### src/rtl/mem_arbiter_pkg.sv
// Shared types for the data-memory arbiter: access sizes, grant owner and
// the size-to-byte-lane mask helper.
package mem_arbiter_pkg;

    localparam int dw = 64;

    typedef enum logic [1:0] {SZ_B, SZ_H, SZ_W, SZ_D} size_e;

    typedef enum logic [1:0] {NONE, GNT_IF, GNT_D} grant_e;

    function automatic logic [7:0] size_to_mask(size_e sz);
        logic [7:0] m;
        case (sz)
            SZ_B:    m = 8'h01;
            SZ_H:    m = 8'h03;
            SZ_W:    m = 8'h0F;
            default: m = 8'hFF;
        endcase
        return m;
    endfunction

endpackage

### src/rtl/mem_arbiter_starve_counter.sv
// Saturating count of consecutive cycles the fetch side was refused; any
// cycle without a refusal clears it.
module starve_counter
    import mem_arbiter_pkg::*;
#(
    parameter int LIMIT = 4,
    parameter int CNT_W = 4
) (
    input  logic clk,
    input  logic rst,
    input  logic inc,
    output logic sat
);

    logic [CNT_W-1:0] cnt_q;
    logic [CNT_W-1:0] cnt_d;

    always_comb begin
        cnt_d = '0;
        if (inc) begin
            cnt_d = (cnt_q == CNT_W'(LIMIT)) ? cnt_q : cnt_q + 1'b1;
        end
    end

    always_ff @(posedge clk) begin
        if (rst) begin
            cnt_q <= '0;
        end else begin
            cnt_q <= cnt_d;
        end
    end

    assign sat = (cnt_q == CNT_W'(LIMIT));

endmodule

### src/rtl/mem_arbiter.sv
// Single-port data-memory arbiter: load/store side has priority, fetch side
// is guaranteed a grant after STARVE_LIMIT consecutive refusals.
module mem_arbiter
    import mem_arbiter_pkg::*;
#(
    parameter int STARVE_LIMIT = 4,
    parameter int CNT_W        = 4
) (
    input  logic          clk,
    input  logic          rst,
    input  logic          if_req_valid,
    output logic          if_req_ready,
    input  logic [15:0]   if_addr,
    input  logic          if_flush,
    output logic          if_resp_valid,
    output logic [dw-1:0] if_resp_data,
    input  logic          d_req_valid,
    output logic          d_req_ready,
    input  logic [15:0]   d_addr,
    input  logic          d_we,
    input  logic [1:0]    d_size,
    input  logic [dw-1:0] d_wdata,
    output logic          d_resp_valid,
    output logic [dw-1:0] d_resp_data,
    output logic [7:0]    mem_w_mask,
    output logic [15:0]   mem_address,
    output logic [dw-1:0] mem_write_data,
    input  logic [dw-1:0] mem_read_data
);

    logic          starve_sat;
    logic          starve_inc;
    logic          override;
    logic          grant_if;
    logic          grant_d;
    grant_e        last_grant_q;
    grant_e        last_grant_d;
    logic [dw-1:0] if_resp_data_q;
    logic [dw-1:0] if_resp_data_d;
    logic [dw-1:0] d_resp_data_q;
    logic [dw-1:0] d_resp_data_d;

    starve_counter #(
        .LIMIT (STARVE_LIMIT),
        .CNT_W (CNT_W)
    ) u_starve (
        .clk (clk),
        .rst (rst),
        .inc (starve_inc),
        .sat (starve_sat)
    );

    always_comb begin
        override   = starve_sat && if_req_valid && !if_flush;
        grant_if   = !rst && if_req_valid && !if_flush && (!d_req_valid || override);
        grant_d    = !rst && d_req_valid && !grant_if;
        starve_inc = if_req_valid && !grant_if && !if_flush;

        mem_address    = '0;
        mem_w_mask     = '0;
        mem_write_data = '0;
        if (grant_if) begin
            mem_address = if_addr;
        end else if (grant_d) begin
            mem_address    = d_addr;
            mem_write_data = d_wdata;
            if (d_we) begin
                mem_w_mask = size_to_mask(size_e'(d_size));
            end
        end

        // Read data is the pre-write contents; memory commits the store at the same edge.
        last_grant_d   = grant_if ? GNT_IF : (grant_d ? GNT_D : NONE);
        if_resp_data_d = grant_if ? mem_read_data : if_resp_data_q;
        d_resp_data_d  = grant_d ? (d_we ? '0 : mem_read_data) : d_resp_data_q;
    end

    always_ff @(posedge clk) begin
        if (rst) begin
            last_grant_q   <= NONE;
            if_resp_data_q <= '0;
            d_resp_data_q  <= '0;
        end else begin
            last_grant_q   <= last_grant_d;
            if_resp_data_q <= if_resp_data_d;
            d_resp_data_q  <= d_resp_data_d;
        end
    end

    assign if_req_ready  = grant_if;
    assign d_req_ready   = grant_d;
    assign if_resp_valid = (last_grant_q == GNT_IF);
    assign d_resp_valid  = (last_grant_q == GNT_D);
    assign if_resp_data  = if_resp_data_q;
    assign d_resp_data   = d_resp_data_q;

endmodule

### config.mk
export PLATFORM = sky130hd
export DESIGN_NAME = mem_arbiter
export DESIGN_NICKNAME = d
export VERILOG_FILES = /design/src/rtl/mem_arbiter_pkg.sv /design/src/rtl/mem_arbiter_starve_counter.sv /design/src/rtl/mem_arbiter.sv
export SDC_FILE = /design/constraint.sdc
export NUM_CORES = 1
export LEC_CHECK = 0
export CAP_MARGIN = 30
export CORE_ASPECT_RATIO = 0.8
export CORE_MARGIN = 3
export CORE_UTILIZATION = 32
export CTS_CLUSTER_DIAMETER = 100
export DETAILED_ROUTE_END_ITERATION = 8
export PLACE_DENSITY = 0.68
export SETUP_SLACK_MARGIN = 0.05
export SLEW_MARGIN = 25
export SYNTH_ARGS = -nofsm -noshare
export SYNTH_HDL_FRONTEND = slang
export SYNTH_SLANG_ARGS = --single-unit
### constraint.sdc
create_clock -name clk -period 4.6 [get_ports clk]
set_input_delay 0.92 -clock clk [delete_from_list [all_inputs] [get_ports clk]]
set_output_delay 0.92 -clock clk [all_outputs]
set_load 0.05 [all_outputs]
==> impl_results.html <==
<table>
<tr><th>Metric</th><th>Value</th></tr>
<tr><th colspan="2">Timing</th></tr>
<tr><td>Highest clock rate</td><td>0.263 GHz</td></tr>
<tr><td>Count of pins over their slew limit</td><td>0</td></tr>
<tr><td>Ratio of final minimum period to clock period</td><td>0.825</td></tr>
<tr><td>Number of setup violations in the final report</td><td>0</td></tr>
<tr><td>Final hold slack</td><td>0.468 ns</td></tr>
<tr><td>RSZ-0062 raised after global routing</td><td>no</td></tr>
<tr><td>Headroom to the max-slew limit</td><td>0.491</td></tr>
<tr><td>Time the worst path needs with I/O delays and setup</td><td>3.80 ns</td></tr>
<tr><td>Summed negative setup slack over all endpoints</td><td>0 ns</td></tr>
<tr><td>Min setup slack post-route</td><td>0.804 ns</td></tr>
<tr><td>Final hold violation count</td><td>0</td></tr>
<tr><td>Pin slew with the least headroom to its limit</td><td>0.763 ns</td></tr>
<tr><td>Worst-case clock skew</td><td>0.0115 ns</td></tr>
<tr><th colspan="2">Worst setup path</th></tr>
<tr><td>Reg2Reg Capture Point</td><td>if_resp_data[36]</td></tr>
<tr><td>Critical path start-end classification</td><td>in -&gt; out</td></tr>
<tr><td>Worst reg-to-reg setup slack</td><td>1.92 ns</td></tr>
<tr><td>Required time at the worst-slack endpoint</td><td>3.68 ns</td></tr>
<tr><td>Element type at the critical path end</td><td>output port</td></tr>
<tr><td>Kind of start point of the critical path</td><td>input pin</td></tr>
<tr><td>Arrival time worst endpoint</td><td>2.88 ns</td></tr>
<tr><td>Largest fanout on the critical path</td><td>74</td></tr>
<tr><td>Reg2Reg Launch Point</td><td>u_starve.cnt_q[0]</td></tr>
<tr><td>Depth of the worst register-to-register path</td><td>7</td></tr>
<tr><th colspan="2">Logic synthesis</th></tr>
<tr><td>Largest area contributor in the synthesized netlist</td><td>dfxtp_1</td></tr>
<tr><td>Cell area after technology mapping</td><td>6430 µm²</td></tr>
<tr><td>Share of the synthesized area in the top cell type</td><td>0.417</td></tr>
<tr><td>Warning count from the yosys run</td><td>0</td></tr>
<tr><td>Most common library cells after synthesis</td><td>dfxtp_1 (134), nand2b_1 (129), nor2b_1 (67)</td></tr>
<tr><td>Share of async-settable or async-resettable flops after synthesis</td><td>0</td></tr>
<tr><td>Sequential fraction of the synthesis area</td><td>0.417</td></tr>
<tr><td>Post-synthesis sequential element count</td><td>134</td></tr>
<tr><td>Number of instances in the synthesized netlist</td><td>612</td></tr>
<tr><td>Count of unique library cells instantiated by Yosys</td><td>27</td></tr>
<tr><td>Most repeated cell in the gate-level netlist after synthesis</td><td>dfxtp_1</td></tr>
<tr><td>Synth Net Count</td><td>782</td></tr>
<tr><td>Syn Area/Cell</td><td>10.5 µm²</td></tr>
<tr><td>EDFF count, synth</td><td>0</td></tr>
<tr><td>Dominant register cell in the synthesized netlist</td><td>dfxtp_1</td></tr>
<tr><td>Dominant cells by area after synthesis</td><td>dfxtp_1 (42%), nand2b_1 (13%), mux2_4 (11%)</td></tr>
<tr><th colspan="2">Drt</th></tr>
<tr><td>Via count of the routed design</td><td>5451</td></tr>
<tr><td>Routed wire length</td><td>22300 µm</td></tr>
<tr><td>Post-detailed-route count of antenna-violating nets</td><td>0</td></tr>
<tr><td>First-pass detailed-route iteration total</td><td>4</td></tr>
<tr><td>Average via count per standard cell</td><td>4.36</td></tr>
<tr><td>First DRT Iteration DRCs</td><td>347</td></tr>
<tr><td># DRC</td><td>0</td></tr>
<tr><td>Per-cell routed wire length</td><td>17.8 µm</td></tr>
<tr><th colspan="2">Pwr</th></tr>
<tr><td>Total power after layout</td><td>3.61 mW</td></tr>
<tr><td>Worst vdd rail ir drop</td><td>188 µV</td></tr>
<tr><td>Pleak</td><td>4.72 nW</td></tr>
<tr><td>P per Cell Area</td><td>314 nW/µm²</td></tr>
<tr><th colspan="2">CTS</th></tr>
<tr><td>CTS clock-pin slew for the worst setup and hold paths</td><td>0.06 ns</td></tr>
<tr><td>Max H-tree Level</td><td>4</td></tr>
<tr><td>Deepest clock path buffer count</td><td>2</td></tr>
<tr><td>Clock root cell</td><td>clkbuf_16</td></tr>
<tr><td>Post-CTS setup buffer count</td><td>0</td></tr>
<tr><td>Clock buffer count from CTS</td><td>17</td></tr>
<tr><td>Skew-Pair Late Insertion Delay</td><td>0.42 ns</td></tr>
<tr><td>TritonCTS sink count</td><td>134</td></tr>
<tr><td>Number of gates given a new drive strength after cts</td><td>0</td></tr>
<tr><td>Post-CTS Hold Fix Bufs</td><td>0</td></tr>
<tr><td>CTS tree</td><td>built</td></tr>
<tr><th colspan="2">Die</th></tr>
<tr><td>Die outline area</td><td>21800 µm²</td></tr>
<tr><td>Y dimension of the die</td><td>133 µm</td></tr>
<tr><td>Std cell rows</td><td>45</td></tr>
<tr><td>Die width</td><td>164 µm</td></tr>
<tr><td>Area of the core</td><td>19400 µm²</td></tr>
<tr><td>Initial core utilization</td><td>0.332</td></tr>
<tr><td>I/O pin total</td><td>388</td></tr>
<tr><th colspan="2">Flow run</th></tr>
<tr><td>Max-cap violation count</td><td>0</td></tr>
<tr><th colspan="2">Place</th></tr>
<tr><td>Total instance count after detailed placement</td><td>1217</td></tr>
<tr><td># port buffers</td><td>387</td></tr>
<tr><td>Worst slack at placement</td><td>0.783 ns</td></tr>
<tr><td>Cell Area, Placed</td><td>10900 µm²</td></tr>
<tr><td>Gp weighted congestion</td><td>0.747</td></tr>
<tr><td>HPWL Detailed</td><td>16500 µm</td></tr>
<tr><th colspan="2">Hold path</th></tr>
<tr><td>Count of cells along the worst hold path</td><td>1</td></tr>
<tr><td>Path class of the lowest-slack min-delay path</td><td>reg -&gt; reg</td></tr>
<tr><td>Launch point of the worst hold path</td><td>u_starve.cnt_q[0]</td></tr>
<tr><td>Worst-case hold path end point</td><td>u_starve.cnt_q[0]</td></tr>
<tr><th colspan="2">Global route</th></tr>
<tr><td>First-pass GRT wire length</td><td>33800 µm</td></tr>
<tr><td>Initial antenna violation count</td><td>0</td></tr>
<tr><td>Sum of overflow across all layers after global routing</td><td>0</td></tr>
<tr><td>Via count of the first global-routing pass</td><td>5590</td></tr>
<tr><td>Total GRT Usage</td><td>0.200</td></tr>
<tr><td>Maximum number of pins on one net before global-route repair</td><td>77</td></tr>
<tr><th colspan="2">Cells and area</th></tr>
<tr><td>Design area</td><td>11500 µm²</td></tr>
<tr><td>Antenna cells</td><td>0</td></tr>
<tr><td>Non-Filler Instances</td><td>1249</td></tr>
<tr><td>Post-synthesis to final-layout area growth</td><td>79.0%</td></tr>
<tr><td>Core occupancy in the finished layout</td><td>0.594</td></tr>
<tr><td>Total number of nets in the final design</td><td>1148</td></tr>
<tr><td>Share of cells above drive strength 1</td><td>0.200</td></tr>
<tr><td>Number of inserted filler cells in the final layout</td><td>1627</td></tr>
<tr><th colspan="2">Status</th></tr>
<tr><td>Status</td><td>completed</td></tr>
</table>
cells in the final DEF, fill, tap and decap left out, types with 2 or more instances in the layout:
cell type	count
a22o_1	16
and2_1	65
buf_12	51
buf_4	49
bufinv_16	5
clkbuf_1	2
clkbuf_16	17
clkdlybuf4s50_1	295
clkinvlp_4	2
dfxtp_1	134
ha_1	2
inv_1	4
inv_6	5
mux2_2	15
mux2_4	49
mux2i_1	65
nand2b_1	129
nor2_1	4
nor2b_1	67
registers in the layout, indices dropped and copies added, names as in the netlist:
name / count
if_resp_data: 64
u_starve.cnt_q: 4
d_resp_data: 64
last_grant_q: 2
cell families after synthesis:
logic type      synth area share
mux                        0.242
buf+inv                   0.0430
fa+ha+maj                0.00389
compound gates            0.0278
flops                      0.417
simple gates               0.265
xor+xnor                 0.00136
worst max-delay path, cell delays in order:
cell and delay [ns]:
clkdlybuf4s50_1 0.52, nor2b_1 0.25, o21a_4 0.39, buf_12 0.35, and2_1 0.20, buf_4 0.20
routing by layer:
layer	global-route usage	up-vias	share of wire
li1	-	2728	-
met1	0.267	2528	0.45
met2	0.306	183	0.45
met3	0.0817	12	0.091
met4	0.0424	0	0.0074
met5	0	-	0
report_power, final:
group	total, mW	switching [mW]	internal, mW
clock network	1.52	0.544	0.972
logic	0.856	0.465	0.391
registers	1.24	0.0261	1.21
total	3.61	1.03	2.57
worst max-delay path by stage:
stage          depth (start not counted)            endpoint  slack (ns)   startpoint
2_1_floorplan                          5       mem_w_mask[5]        0.07  d_req_valid
6_report                               6  mem_write_data[20]        0.80  d_req_valid
5_1_grt                                6  mem_write_data[25]        0.68  d_req_valid
3_5_place_dp                           6  mem_write_data[53]        0.78  d_req_valid
4_1_cts                                6  mem_write_data[53]        0.78  d_req_valid
3_3_place_gp                           6  mem_write_data[24]        0.88  d_req_valid
area by class of cell:
| cell class | instances | area (µm²) | share of cell area |
|---|---|---|---|
| Clock buffer | 19 | 433 | 0.0376 |
| Clock inverter | 13 | 218 | 0.0189 |
| Inverter | 5 | 18.8 | 0.00163 |
| Multi-Input combinational cell | 424 | 3490 | 0.303 |
| Sequential cell | 134 | 2680 | 0.233 |
| Tap cell | 258 | 323 | 0.0281 |
| Timing Repair Buffer | 396 | 4350 | 0.378 |
(Power assumes the default switching activity.)
